**src/rtl/marin_keypad_scan_pkg.sv**
```systemverilog
// Shared definitions for the Marin keypad scanner.
// Holds the keypad geometry, the hex code table (index = col*4 + row) and
// small helpers used by the debouncer and the encoder.
package marin_keypad_scan_pkg;

   localparam int unsigned KypdCols = 4;
   localparam int unsigned KypdRows = 4;
   localparam int unsigned KypdKeys = KypdCols * KypdRows;

   // Code table, row-major by row, columns 0..3:
   //   row0: 1 2 3 A   row1: 4 5 6 B   row2: 7 8 9 C   row3: 0 F E D
   function automatic logic [3:0] key_code(input logic [3:0] idx);
      logic [3:0] code;
      unique case (idx)
         4'd0:    code = 4'h1;
         4'd1:    code = 4'h4;
         4'd2:    code = 4'h7;
         4'd3:    code = 4'h0;
         4'd4:    code = 4'h2;
         4'd5:    code = 4'h5;
         4'd6:    code = 4'h8;
         4'd7:    code = 4'hF;
         4'd8:    code = 4'h3;
         4'd9:    code = 4'h6;
         4'd10:   code = 4'h9;
         4'd11:   code = 4'hE;
         4'd12:   code = 4'hA;
         4'd13:   code = 4'hB;
         4'd14:   code = 4'hC;
         default: code = 4'hD;
      endcase
      return code;
   endfunction

   function automatic logic is_onehot(input logic [KypdKeys-1:0] map);
      return (map != '0) && ((map & (map - 1'b1)) == '0);
   endfunction

   // Position of the set bit; only meaningful when the map is one-hot.
   function automatic logic [3:0] onehot_idx(input logic [KypdKeys-1:0] map);
      logic [3:0] idx;
      idx = '0;
      for (int i = 0; i < KypdKeys; i++) begin
         if (map[i]) idx = 4'(i);
      end
      return idx;
   endfunction

endpackage

```
**src/rtl/marin_keypad_scan_if.sv**
```systemverilog
// Key event handshake between the keypad scanner (master) and the core (slave).
//   key       : hex code of the pending press, stable while key_valid is high
//   key_valid : press event pending
//   key_ready : consumer accepts; event consumed on an edge with valid & ready
interface marin_keypad_scan_if;

   logic [3:0] key;
   logic       key_valid;
   logic       key_ready;

   modport master (
      output key,
      output key_valid,
      input  key_ready
   );

   modport slave (
      input  key,
      input  key_valid,
      output key_ready
   );

endinterface

```
**src/rtl/marin_kypd_debounce.sv**
```systemverilog
// Whole-keypad debouncer.
// Compares each full-scan candidate map against the previous one, counts
// consecutive identical scans (saturating) and accepts the candidate as the
// stable map once the count reaches DEBOUNCE_SCANS. Flags a press event when
// the stable map goes from empty to exactly one key.
// Ports:
//   clk_i, rst_n_i : clock, asynchronous active-low reset
//   scan_done_i    : candidate is a complete scan this cycle
//   cand_i         : candidate key map, index = col*4 + row, active-high
//   pressed_o      : stable map has at least one key down
//   event_o        : one-cycle pulse, registered with the stable-map update
//   event_idx_o    : index of the single key that caused event_o
module marin_kypd_debounce
   import marin_keypad_scan_pkg::*;
#(
   parameter int unsigned DEBOUNCE_SCANS = 4
) (
   input  logic                clk_i,
   input  logic                rst_n_i,
   input  logic                scan_done_i,
   input  logic [KypdKeys-1:0] cand_i,
   output logic                pressed_o,
   output logic                event_o,
   output logic [3:0]          event_idx_o
);

   localparam logic [3:0] CntMax    = 4'hF;
   localparam logic [3:0] CntAccept = 4'(DEBOUNCE_SCANS);

   logic [KypdKeys-1:0] last_q, last_d;
   logic [KypdKeys-1:0] stable_q, stable_d;
   logic [3:0]          cnt_q, cnt_d;
   logic                pressed_q, pressed_d;
   logic                event_q, event_d;
   logic [3:0]          idx_q, idx_d;

   always_comb begin
      last_d   = last_q;
      stable_d = stable_q;
      cnt_d    = cnt_q;
      event_d  = 1'b0;
      idx_d    = idx_q;

      if (scan_done_i) begin
         if (cand_i != last_q) begin
            last_d = cand_i;
            cnt_d  = 4'd1;
         end else if (cnt_q != CntMax) begin
            cnt_d = cnt_q + 4'd1;
         end

         if ((cnt_d >= CntAccept) && (stable_q != cand_i)) begin
            stable_d = cand_i;
            // Only a press out of an idle keypad is an event.
            if ((stable_q == '0) && is_onehot(cand_i)) begin
               event_d = 1'b1;
               idx_d   = onehot_idx(cand_i);
            end
         end
      end

      pressed_d = |stable_d;
   end

   always_ff @(posedge clk_i or negedge rst_n_i) begin
      if (!rst_n_i) begin
         last_q    <= '0;
         stable_q  <= '0;
         cnt_q     <= '0;
         pressed_q <= 1'b0;
         event_q   <= 1'b0;
         idx_q     <= '0;
      end else begin
         last_q    <= last_d;
         stable_q  <= stable_d;
         cnt_q     <= cnt_d;
         pressed_q <= pressed_d;
         event_q   <= event_d;
         idx_q     <= idx_d;
      end
   end

   assign pressed_o   = pressed_q;
   assign event_o     = event_q;
   assign event_idx_o = idx_q;

endmodule

```
**src/rtl/marin_keypad_scan.sv**
```systemverilog
// Pmod KYPD 4x4 hex keypad scanner.
// Drives one column low at a time for SCAN_DIV clocks, samples the
// synchronized rows at the end of each column period, debounces whole-keypad
// snapshots and delivers single-key presses as hex codes over valid/ready.
// Ports:
//   clk_i          : board clock
//   rst_n_i        : asynchronous active-low reset
//   row_i          : keypad rows, active-low, asynchronous
//   col_o          : keypad columns, active-low one-hot
//   key_if         : key/key_valid out, key_ready in
//   pressed_o      : debounced map has at least one key down
//   overflow_o     : sticky, a press event was dropped
//   overflow_clr_i : synchronous clear of overflow_o (a same-cycle set wins)
module marin_keypad_scan
   import marin_keypad_scan_pkg::*;
#(
   parameter int unsigned SCAN_DIV       = 100000,
   parameter int unsigned DEBOUNCE_SCANS = 4
) (
   input  logic                       clk_i,
   input  logic                       rst_n_i,
   input  logic [KypdRows-1:0]        row_i,
   output logic [KypdCols-1:0]        col_o,
   marin_keypad_scan_if.master        key_if,
   output logic                       pressed_o,
   output logic                       overflow_o,
   input  logic                       overflow_clr_i
);

   localparam int unsigned     DivW   = $clog2(SCAN_DIV);
   localparam logic [DivW-1:0] DivMax = DivW'(SCAN_DIV - 1);

   // Scan state
   logic [DivW-1:0]     div_q, div_d;
   logic [1:0]          col_q, col_d;
   logic [3:0]          col_drv_q, col_drv_d;
   logic [11:0]         snap_q, snap_d;   // columns 0..2; column 3 feeds the candidate directly
   logic [3:0]          row_meta_q, row_sync_q;
   logic [3:0]          rows_act;
   logic                col_tick;
   logic                scan_done;
   logic [KypdKeys-1:0] cand;

   // Debouncer results
   logic                db_pressed;
   logic                db_event;
   logic [3:0]          db_idx;

   // Handshake state
   logic [3:0]          key_q, key_d;
   logic                valid_q, valid_d;
   logic                ovf_q, ovf_d;

   assign rows_act  = ~row_sync_q;
   assign col_tick  = (div_q == DivMax);
   assign scan_done = col_tick && (col_q == 2'd3);
   assign cand      = {rows_act, snap_q};

   always_comb begin
      div_d     = div_q + DivW'(1);
      col_d     = col_q;
      col_drv_d = col_drv_q;
      snap_d    = snap_q;

      if (col_tick) begin
         div_d     = '0;
         col_d     = col_q + 2'd1;
         col_drv_d = ~(4'b0001 << col_d);
         case (col_q)
            2'd0:    snap_d[3:0]  = rows_act;
            2'd1:    snap_d[7:4]  = rows_act;
            2'd2:    snap_d[11:8] = rows_act;
            default: ;
         endcase
      end
   end

   always_ff @(posedge clk_i or negedge rst_n_i) begin
      if (!rst_n_i) begin
         div_q      <= '0;
         col_q      <= '0;
         col_drv_q  <= 4'b1110;
         snap_q     <= '0;
         // Idle rows are pulled high, so the synchronizer resets to "no key".
         row_meta_q <= 4'hF;
         row_sync_q <= 4'hF;
      end else begin
         div_q      <= div_d;
         col_q      <= col_d;
         col_drv_q  <= col_drv_d;
         snap_q     <= snap_d;
         row_meta_q <= row_i;
         row_sync_q <= row_meta_q;
      end
   end

   marin_kypd_debounce #(
      .DEBOUNCE_SCANS (DEBOUNCE_SCANS)
   ) u_debounce (
      .clk_i       (clk_i),
      .rst_n_i     (rst_n_i),
      .scan_done_i (scan_done),
      .cand_i      (cand),
      .pressed_o   (db_pressed),
      .event_o     (db_event),
      .event_idx_o (db_idx)
   );

   always_comb begin
      key_d   = key_q;
      valid_d = valid_q;
      ovf_d   = ovf_q;

      if (overflow_clr_i) ovf_d = 1'b0;

      if (db_event) begin
         // A slot being consumed this edge can take the new code directly.
         if (!valid_q || key_if.key_ready) begin
            key_d   = key_code(db_idx);
            valid_d = 1'b1;
         end else begin
            ovf_d = 1'b1;
         end
      end else if (valid_q && key_if.key_ready) begin
         valid_d = 1'b0;
      end
   end

   always_ff @(posedge clk_i or negedge rst_n_i) begin
      if (!rst_n_i) begin
         key_q   <= '0;
         valid_q <= 1'b0;
         ovf_q   <= 1'b0;
      end else begin
         key_q   <= key_d;
         valid_q <= valid_d;
         ovf_q   <= ovf_d;
      end
   end

   assign col_o            = col_drv_q;
   assign key_if.key       = key_q;
   assign key_if.key_valid = valid_q;
   assign pressed_o        = db_pressed;
   assign overflow_o       = ovf_q;

endmodule

```
**src/flat_wrapper.sv**
```systemverilog
// flat-port wrapper written by rule: the top's interface ports become plain ports
module marin_keypad_scan_flat import marin_keypad_scan_pkg::*;
#(
   parameter int unsigned SCAN_DIV       = 100000,
   parameter int unsigned DEBOUNCE_SCANS = 4
)
  (clk_i, rst_n_i, row_i, col_o, pressed_o, overflow_o, overflow_clr_i, key_if_key, key_if_key_valid, key_if_key_ready);
  marin_keypad_scan_if key_if_i ();
  input  logic clk_i;
  input  logic rst_n_i;
  input  logic [KypdRows-1:0] row_i;
  output logic [KypdCols-1:0] col_o;
  output logic pressed_o;
  output logic overflow_o;
  input  logic overflow_clr_i;
  output wire logic [$bits(key_if_i.key)-1:0] key_if_key;
  output wire logic [$bits(key_if_i.key_valid)-1:0] key_if_key_valid;
  input wire logic [$bits(key_if_i.key_ready)-1:0] key_if_key_ready;
  assign key_if_key = key_if_i.key;
  assign key_if_key_valid = key_if_i.key_valid;
  assign key_if_i.key_ready = key_if_key_ready;
  marin_keypad_scan #(.SCAN_DIV(SCAN_DIV), .DEBOUNCE_SCANS(DEBOUNCE_SCANS)) u_core (.clk_i(clk_i), .rst_n_i(rst_n_i), .row_i(row_i), .col_o(col_o), .key_if(key_if_i), .pressed_o(pressed_o), .overflow_o(overflow_o), .overflow_clr_i(overflow_clr_i));
endmodule
```
**config.mk**
```make
export PLATFORM = sky130hd
export DESIGN_NAME = marin_keypad_scan_flat
export DESIGN_NICKNAME = d
export VERILOG_FILES = /design/src/rtl/marin_keypad_scan_pkg.sv /design/src/rtl/marin_keypad_scan_if.sv /design/src/rtl/marin_kypd_debounce.sv /design/src/rtl/marin_keypad_scan.sv /design/src/flat_wrapper.sv
export SDC_FILE = /design/constraint.sdc
export NUM_CORES = 1
export LEC_CHECK = 0
export BUFFER_PORTS_ARGS = -buffer_cell sky130_fd_sc_hd__buf_2
export CORE_MARGIN = 1.5
export CORE_UTILIZATION = 40
export DETAILED_ROUTE_END_ITERATION = 10
export HOLD_SLACK_MARGIN = 0.08
export MAX_ROUTING_LAYER = met4
export SLEW_MARGIN = 25
export SYNTH_ARGS = -nofsm -noshare
export SYNTH_HDL_FRONTEND = slang
export SYNTH_SLANG_ARGS = --single-unit
```
**constraint.sdc**
```tcl
create_clock -name clk_i -period 2.95 [get_ports clk_i]
set_clock_uncertainty 0.2 [all_clocks]
set_input_delay 0.295 -clock clk_i [delete_from_list [all_inputs] [get_ports clk_i]]
set_output_delay 0.295 -clock clk_i [all_outputs]
set_load 0.01 [all_outputs]
```
==> results of run 1 <==
[state kept, by name, indices dropped and copies added (netlist names)]
| name | cells |
|---|---|
| u_core.div_q | 17 |
| u_core.u_debounce.last_q | 16 |
| u_core.u_debounce.stable_q | 16 |
| u_core.snap_q | 12 |
| u_core.col_o | 4 |
| u_core.key_if.key | 4 |
| u_core.row_meta_q | 4 |
| u_core.row_sync_q | 4 |
| u_core.u_debounce.cnt_q | 4 |
| u_core.u_debounce.event_idx_o | 4 |
| u_core.col_q | 2 |
| u_core.key_if.key_valid | 1 |
| u_core.overflow_o | 1 |
| u_core.u_debounce.event_o | 1 |
| u_core.u_debounce.pressed_o | 1 |
[final timing paths]
kind / startpoint / end / depth (start not counted)
worst max-delay path: u_core.div_q[13] / u_core.u_debounce.stable_q[7] / 6
worst min-delay path: u_core.row_meta_q[3] / u_core.row_sync_q[3] / 0
worst max register to register: u_core.div_q[13] / u_core.u_debounce.stable_q[7] / 6
worst min register to register: u_core.row_meta_q[3] / u_core.row_sync_q[3] / 0
max in group asynchronous: rst_n_i / u_core.row_sync_q[2] / 3
min in group asynchronous: rst_n_i / u_core.u_debounce.stable_q[8] / 2
[power groups by stage]
stage	Clock, mW	Sequential (mW)	Combinational (mW)
2_1_floorplan	0	1.28	0.0234
3_3_place_gp	0	1.28	0.0683
3_5_place_dp	0	1.28	0.0696
4_1_cts	1.19	1.26	0.0769
5_1_grt	1.24	1.26	0.0846
6_report	1.16	1.26	0.0744
[layer usage]
| layer | vias to the layer above | share of wire, % | global-route usage [%] |
|---|---|---|---|
| li1 | 1557 | - | - |
| met1 | 1552 | 49 | 23.9 |
| met2 | 68 | 44 | 26.5 |
| met3 | 20 | 4.3 | 3.26 |
| met4 | 0 | 2.8 | 10.3 |
| met5 | - | 0 | - |
[kinds of logic after synthesis]
kind of cell,share of synthesized area [%]
simple gates,16.3
flops,50.1
compound gates,7.83
xor+xnor,9.69
buf+inv,3.97
mux,9.20
fa+ha+maj,2.90
[cell usage after synthesis (3+ instances only)]
cell type and n:
nand3_1 9, ha_1 9, o21ai_0 32, a21oi_1 14, xnor2_2 3, dfrtp_1 80
nor4_1 10, nand2b_1 3, nor3_1 5, and3_1 3, and2_1 3, buf_2 10
a31oi_1 3, mux2i_1 6, clkbuf_1 10, xnor2_1 30, nor2b_1 3, mux2_1 4
nand2_1 41, dfstp_2 11, mux2_2 26, xor2_1 15, inv_1 18, nand4_1 18
nor2_1 19, or3_1 4
[final cells by class]
class | instances | area [um2]
multi-input combinational | 292 | 2100
inverter | 18 | 67.6
timing repair buffer | 50 | 365
clock inverter | 2 | 35.0
tap | 140 | 175
clock buffer | 13 | 260
fill | 1016 | 5690
sequential | 91 | 2290
[critical path: cells and delay by family (launching register included)]
| kind | cells | cell delay, ps |
|---|---|---|
| and+or+nand+nor | 4 | 1250 |
| DFF | 1 | 420 |
| muxes | 1 | 370 |
| buffers and inverters | 1 | 310 |
[per-stage QoR]
step	hold slack [ps]	cells	total power [mW]	setup slack (ps)	util, %
2_1_floorplan	-201	424	1.31	88.5	-
3_3_place_gp	83.2	583	1.35	340	44.8
3_5_place_dp	92.0	583	1.35	259	44.8
4_1_cts	157	606	2.53	236	48.2
5_1_grt	158	606	2.59	99.0	48.2
6_report	155	606	2.50	269	48.2
==> metrics, run 1 <==
via count 3197; final net count 479; Post-Route Setup TNS 0 ps; Post-synth EDFFs 0; die width 110 um; Resize count post-CTS 0; Internal 1.98 mW; DP Wirelength 6.62 mm; clk_lat worst skew 350 ps; FF+latch count, synth 91; ys flop type dfrtp_1; fin crit share 90.9%; fmax 373 MHz; maxcap violations 0; die area 12100 um2; Post-Route WL 9.39 mm; clk root buf clkbuf_16; Buffers on Ports 18; Antenna Cells 0; commonest non-fill, non-tap cell in the layout dfrtp_1; area fraction of the dominant cell type after synthesis 43.8%; post-route cell area 5290 um2; syn nets 441; antenna violations before repair 0; Logic pwr share 3.0%; critical path endpoint category register; post-synth cell types 51; clk sink count 91; crit path DAT 2710 ps; Final Slew Violations 0; Synth area leader dfrtp_1; Slew HR 63.2%; Site Rows 38; RSZ-0062 raised after global routing false; Least-Margin Pin Slew 547 ps; gr ovfl total 0; Setup crit start kind register; status finished clean; worst hold path type register to register; Synth async-reset ratio 100%; DRC 0; Syn Area/Cell 10.8 um2; Iteration-0 DRC Markers 152; Critical Path RT 2980 ps; largest net degree at the start of global routing 58; global-route wire length before repair 16.0 mm; most frequent cells in the layout 80 x dfrtp_1, 41 x nand2_1, 32 x o21ai_0, 30 x xnor2_1, 26 x mux2_2; Leak Pwr 2.32 nW; Final Hold Viols 0; I/O pin count 19; Seq/Total Area, Yosys 50.1%; Clock Tree Buf Depth 2; H-tree depth 3; Post-CTS Setup Repair Bufs 0; Die H 110 um; core box area 11000 um2; # hold bufs at CTS 8; total CTS buffers 9; Post-Syn Instances 424; gr usage total 18.2%; vias in the first global route 3194; Sw Share 20.7%; Max stage delay on crit path 580 ps; vias per inst 5.28; Synth area leaders dfrtp_1 44%, mux2_2 6.4%, dfstp_2 6.3%; Peak VDD IR 0.000222 V; Crit-path slowest cell or4b_4; TritonCTS clock tree built; Pwr Density 472 nW/um2; DP Area 4920 um2; final count of negative-setup-slack endpoints 0; Net Sw Power 0.518 mW; CP Max Fanout 18; Setup Crit Path Kind register to register; clock share of power 46.6%; Routed WL per cell 15.5 um; clock slew at reported path FFs 60 ps; Reg power frac 50.5%; R2R Setup Slk 270 ps; fraction of layout cells with a size suffix above 1 22.3%; most used cell along the critical path nor4_4; DR pass1 iterations 4; mapped cell area 4570 um2; worst-path cell chain or4b_4 > nor4_4 > nand3_1 > nor4_4 > buf_4 > mux2_2; Routability Congestion 0.858; min cycle time layout 2680 ps; antenna-violating nets left 0; Syn. warnings 0; synthesis-to-layout area growth 15.8%; Initial Util 41.6%
Power figures use the tool's default switching activity.
==> run 2, diff against run 1 <==
==> constraint.sdc (replaced) <==
create_clock -name clk_i -period 2.95 [get_ports clk_i]
set_clock_uncertainty 0.2 [all_clocks]
set_input_delay 0 -clock clk_i [delete_from_list [all_inputs] [get_ports clk_i]]
set_output_delay 0 -clock clk_i [all_outputs]
set_load 0.01 [all_outputs]
==> metrics, run 2 (same netlist as run 1, synthesis figures left out) <==
status finished clean; Critical Path RT 2970 ps; Max stage delay on crit path 590 ps; DRC 0; clk sink count 91; maxcap violations 0; clk root buf clkbuf_16; Final Hold Viols 0; critical path endpoint category register; min cycle time layout 2660 ps; Worst path top cell family by delay simple AND/OR/NAND/NOR gates; die width 110 um; vias per inst 5.24; R2R cell count 6; Setup crit start kind register; Site Rows 38; Least-Margin Pin Slew 581 ps; Pwr Density 456 nW/um2; worst-path cell chain or4b_4 > nor4_4 > nand3_1 > nor4_4 > buf_4 > mux2_2; TritonCTS clock tree built; clock slew at reported path FFs 60 ps; Peak VDD IR 0.000217 V; Crit-path slowest cell or4b_4; fin crit share 90.1%; max reg flops 17; Slew HR 60.9%; Post-Route Setup TNS 0 ps; post-route cell area 5310 um2; RSZ-0062 raised after global routing false; Clock Tree Buf Depth 2; Setup Crit Path Kind register to register; commonest non-fill, non-tap cell in the layout dfrtp_1; Routability Congestion 0.845; R2R Setup Slk 290 ps; total CTS buffers 9; gr ovfl total 0; Final Core Density 48.4%; fraction of layout cells with a size suffix above 1 22.9%; DP Area 4910 um2; antenna violations before repair 0; Initial Util 41.6%; vias in the first global route 3190; fmax 376 MHz; global-route wire length before repair 16.0 mm; DR pass1 iterations 4; Final Slew Violations 0; synthesis-to-layout area growth 16.3%; via count 3202; Min Hold Slack 95.5 ps; CP Buf/Inv Count 1; H-tree depth 3; largest registers u_core.div_q (17), u_core.u_debounce.last_q (16), u_core.u_debounce.stable_q (16); R2R Path End u_core.u_debounce.stable_q[1]; largest net degree at the start of global routing 40; DP Wirelength 6.71 mm; crit path DAT 2680 ps; gr usage total 18.4%; final net count 483; Most flops, register u_core.div_q; Iteration-0 DRC Markers 198; worst hold path type input port to register; CP Max Fanout 18; Buffers on Ports 18; Routed WL per cell 15.7 um; min-delay src row_i[1]; Post-Route WL 9.60 mm; Die H 110 um; I/O pin count 19; Leak Pwr 2.33 nW; most used cell along the critical path nor4_4; Worst R2R Start u_core.div_q[13]; worst hold path cell count 2; antenna-violating nets left 0; Resize count post-CTS 0; Antenna Cells 0; die area 12100 um2; most frequent cells in the layout 80 x dfrtp_1, 41 x nand2_1, 32 x o21ai_0, 30 x xnor2_1; clk_lat worst skew 350 ps; final count of negative-setup-slack endpoints 0; hold endpoint u_core.row_meta_q[1]; core box area 11000 um2
==> run 2: cell count changes in the layout (fill, tap and decap cells not counted), sizes merged <==
cell,before,now
buf,42,44
clkinvlp,0,2
dlygate4sd3,8,10
clkbuf,13,12
clkinv,1,2
bufinv,1,0
==> run 2: layout make-up <==
| type | instances | area, um2 |
|---|---|---|
| clock buffers | 12 | 256 |
| well taps | 140 | 175 |
| clock inverters | 4 | 25.0 |
| flip-flops and latches | 91 | 2290 |
| fillers | 975 | 5670 |
| inverters | 18 | 67.6 |
| multi-input cells | 292 | 2100 |
| repair buffers | 54 | 400 |
==> run 2: worst max path at each step <==
stage	start	endpoint	slack (ps)	cells after the start
floorplan	u_core.row_sync_q[1]	u_core.u_debounce.event_idx_o[0]	90	7
global placement	u_core.div_q[13]	u_core.u_debounce.stable_q[7]	340	6
detailed placement	u_core.div_q[13]	u_core.u_debounce.stable_q[1]	300	6
CTS	u_core.div_q[13]	u_core.u_debounce.stable_q[1]	280	6
global route	u_core.snap_q[6]	u_core.u_debounce.event_idx_o[1]	120	7
finish	u_core.div_q[13]	u_core.u_debounce.stable_q[1]	290	6
==> run 2: timing repair <==
action                     in CTS  in global routing
hold buffers                   11                  0
setup endpoints to repair       0                  0
buffers inserted                0                  0
hold endpoints to repair       93                  0
==> run 2: through the flow <==
stage                     worst slack, ps  std cells  total power [mW]
after floorplan                      88.5        424              1.31
after global placement                340        584              1.35
after detailed placement              304        584              1.35
after CTS                             281        611              2.45
after global routing                  124        611              2.51
final                                 292        611              2.42
==> run 2: worst register-to-register path, delay by kind of cell, from the launching register on <==
family                 cells  cell delay [ps]
buffers and inverters      1              310
multiplexers               1              380
AND/OR/NAND/NOR            4             1230
flip-flops                 1              420
==> run 2: report_power, final <==
part | internal (mW) | switching, mW
Clock | 0.614 | 0.468
Combinational | 0.0300 | 0.0496
Sequential | 1.26 | 0.00328
==> run 2: layer usage <==
metal / share of wire (%) / wire length [um] / GRT usage, % / vias up
li1: - / - / - / 1568
met1: 50 / 4760 / 24.1 / 1564
met2: 45 / 4340 / 27.6 / 59
met3: 3.5 / 333 / 4.27 / 11
met4: 1.7 / 159 / 7.33 / 0
met5: 0 / 0 / - / -
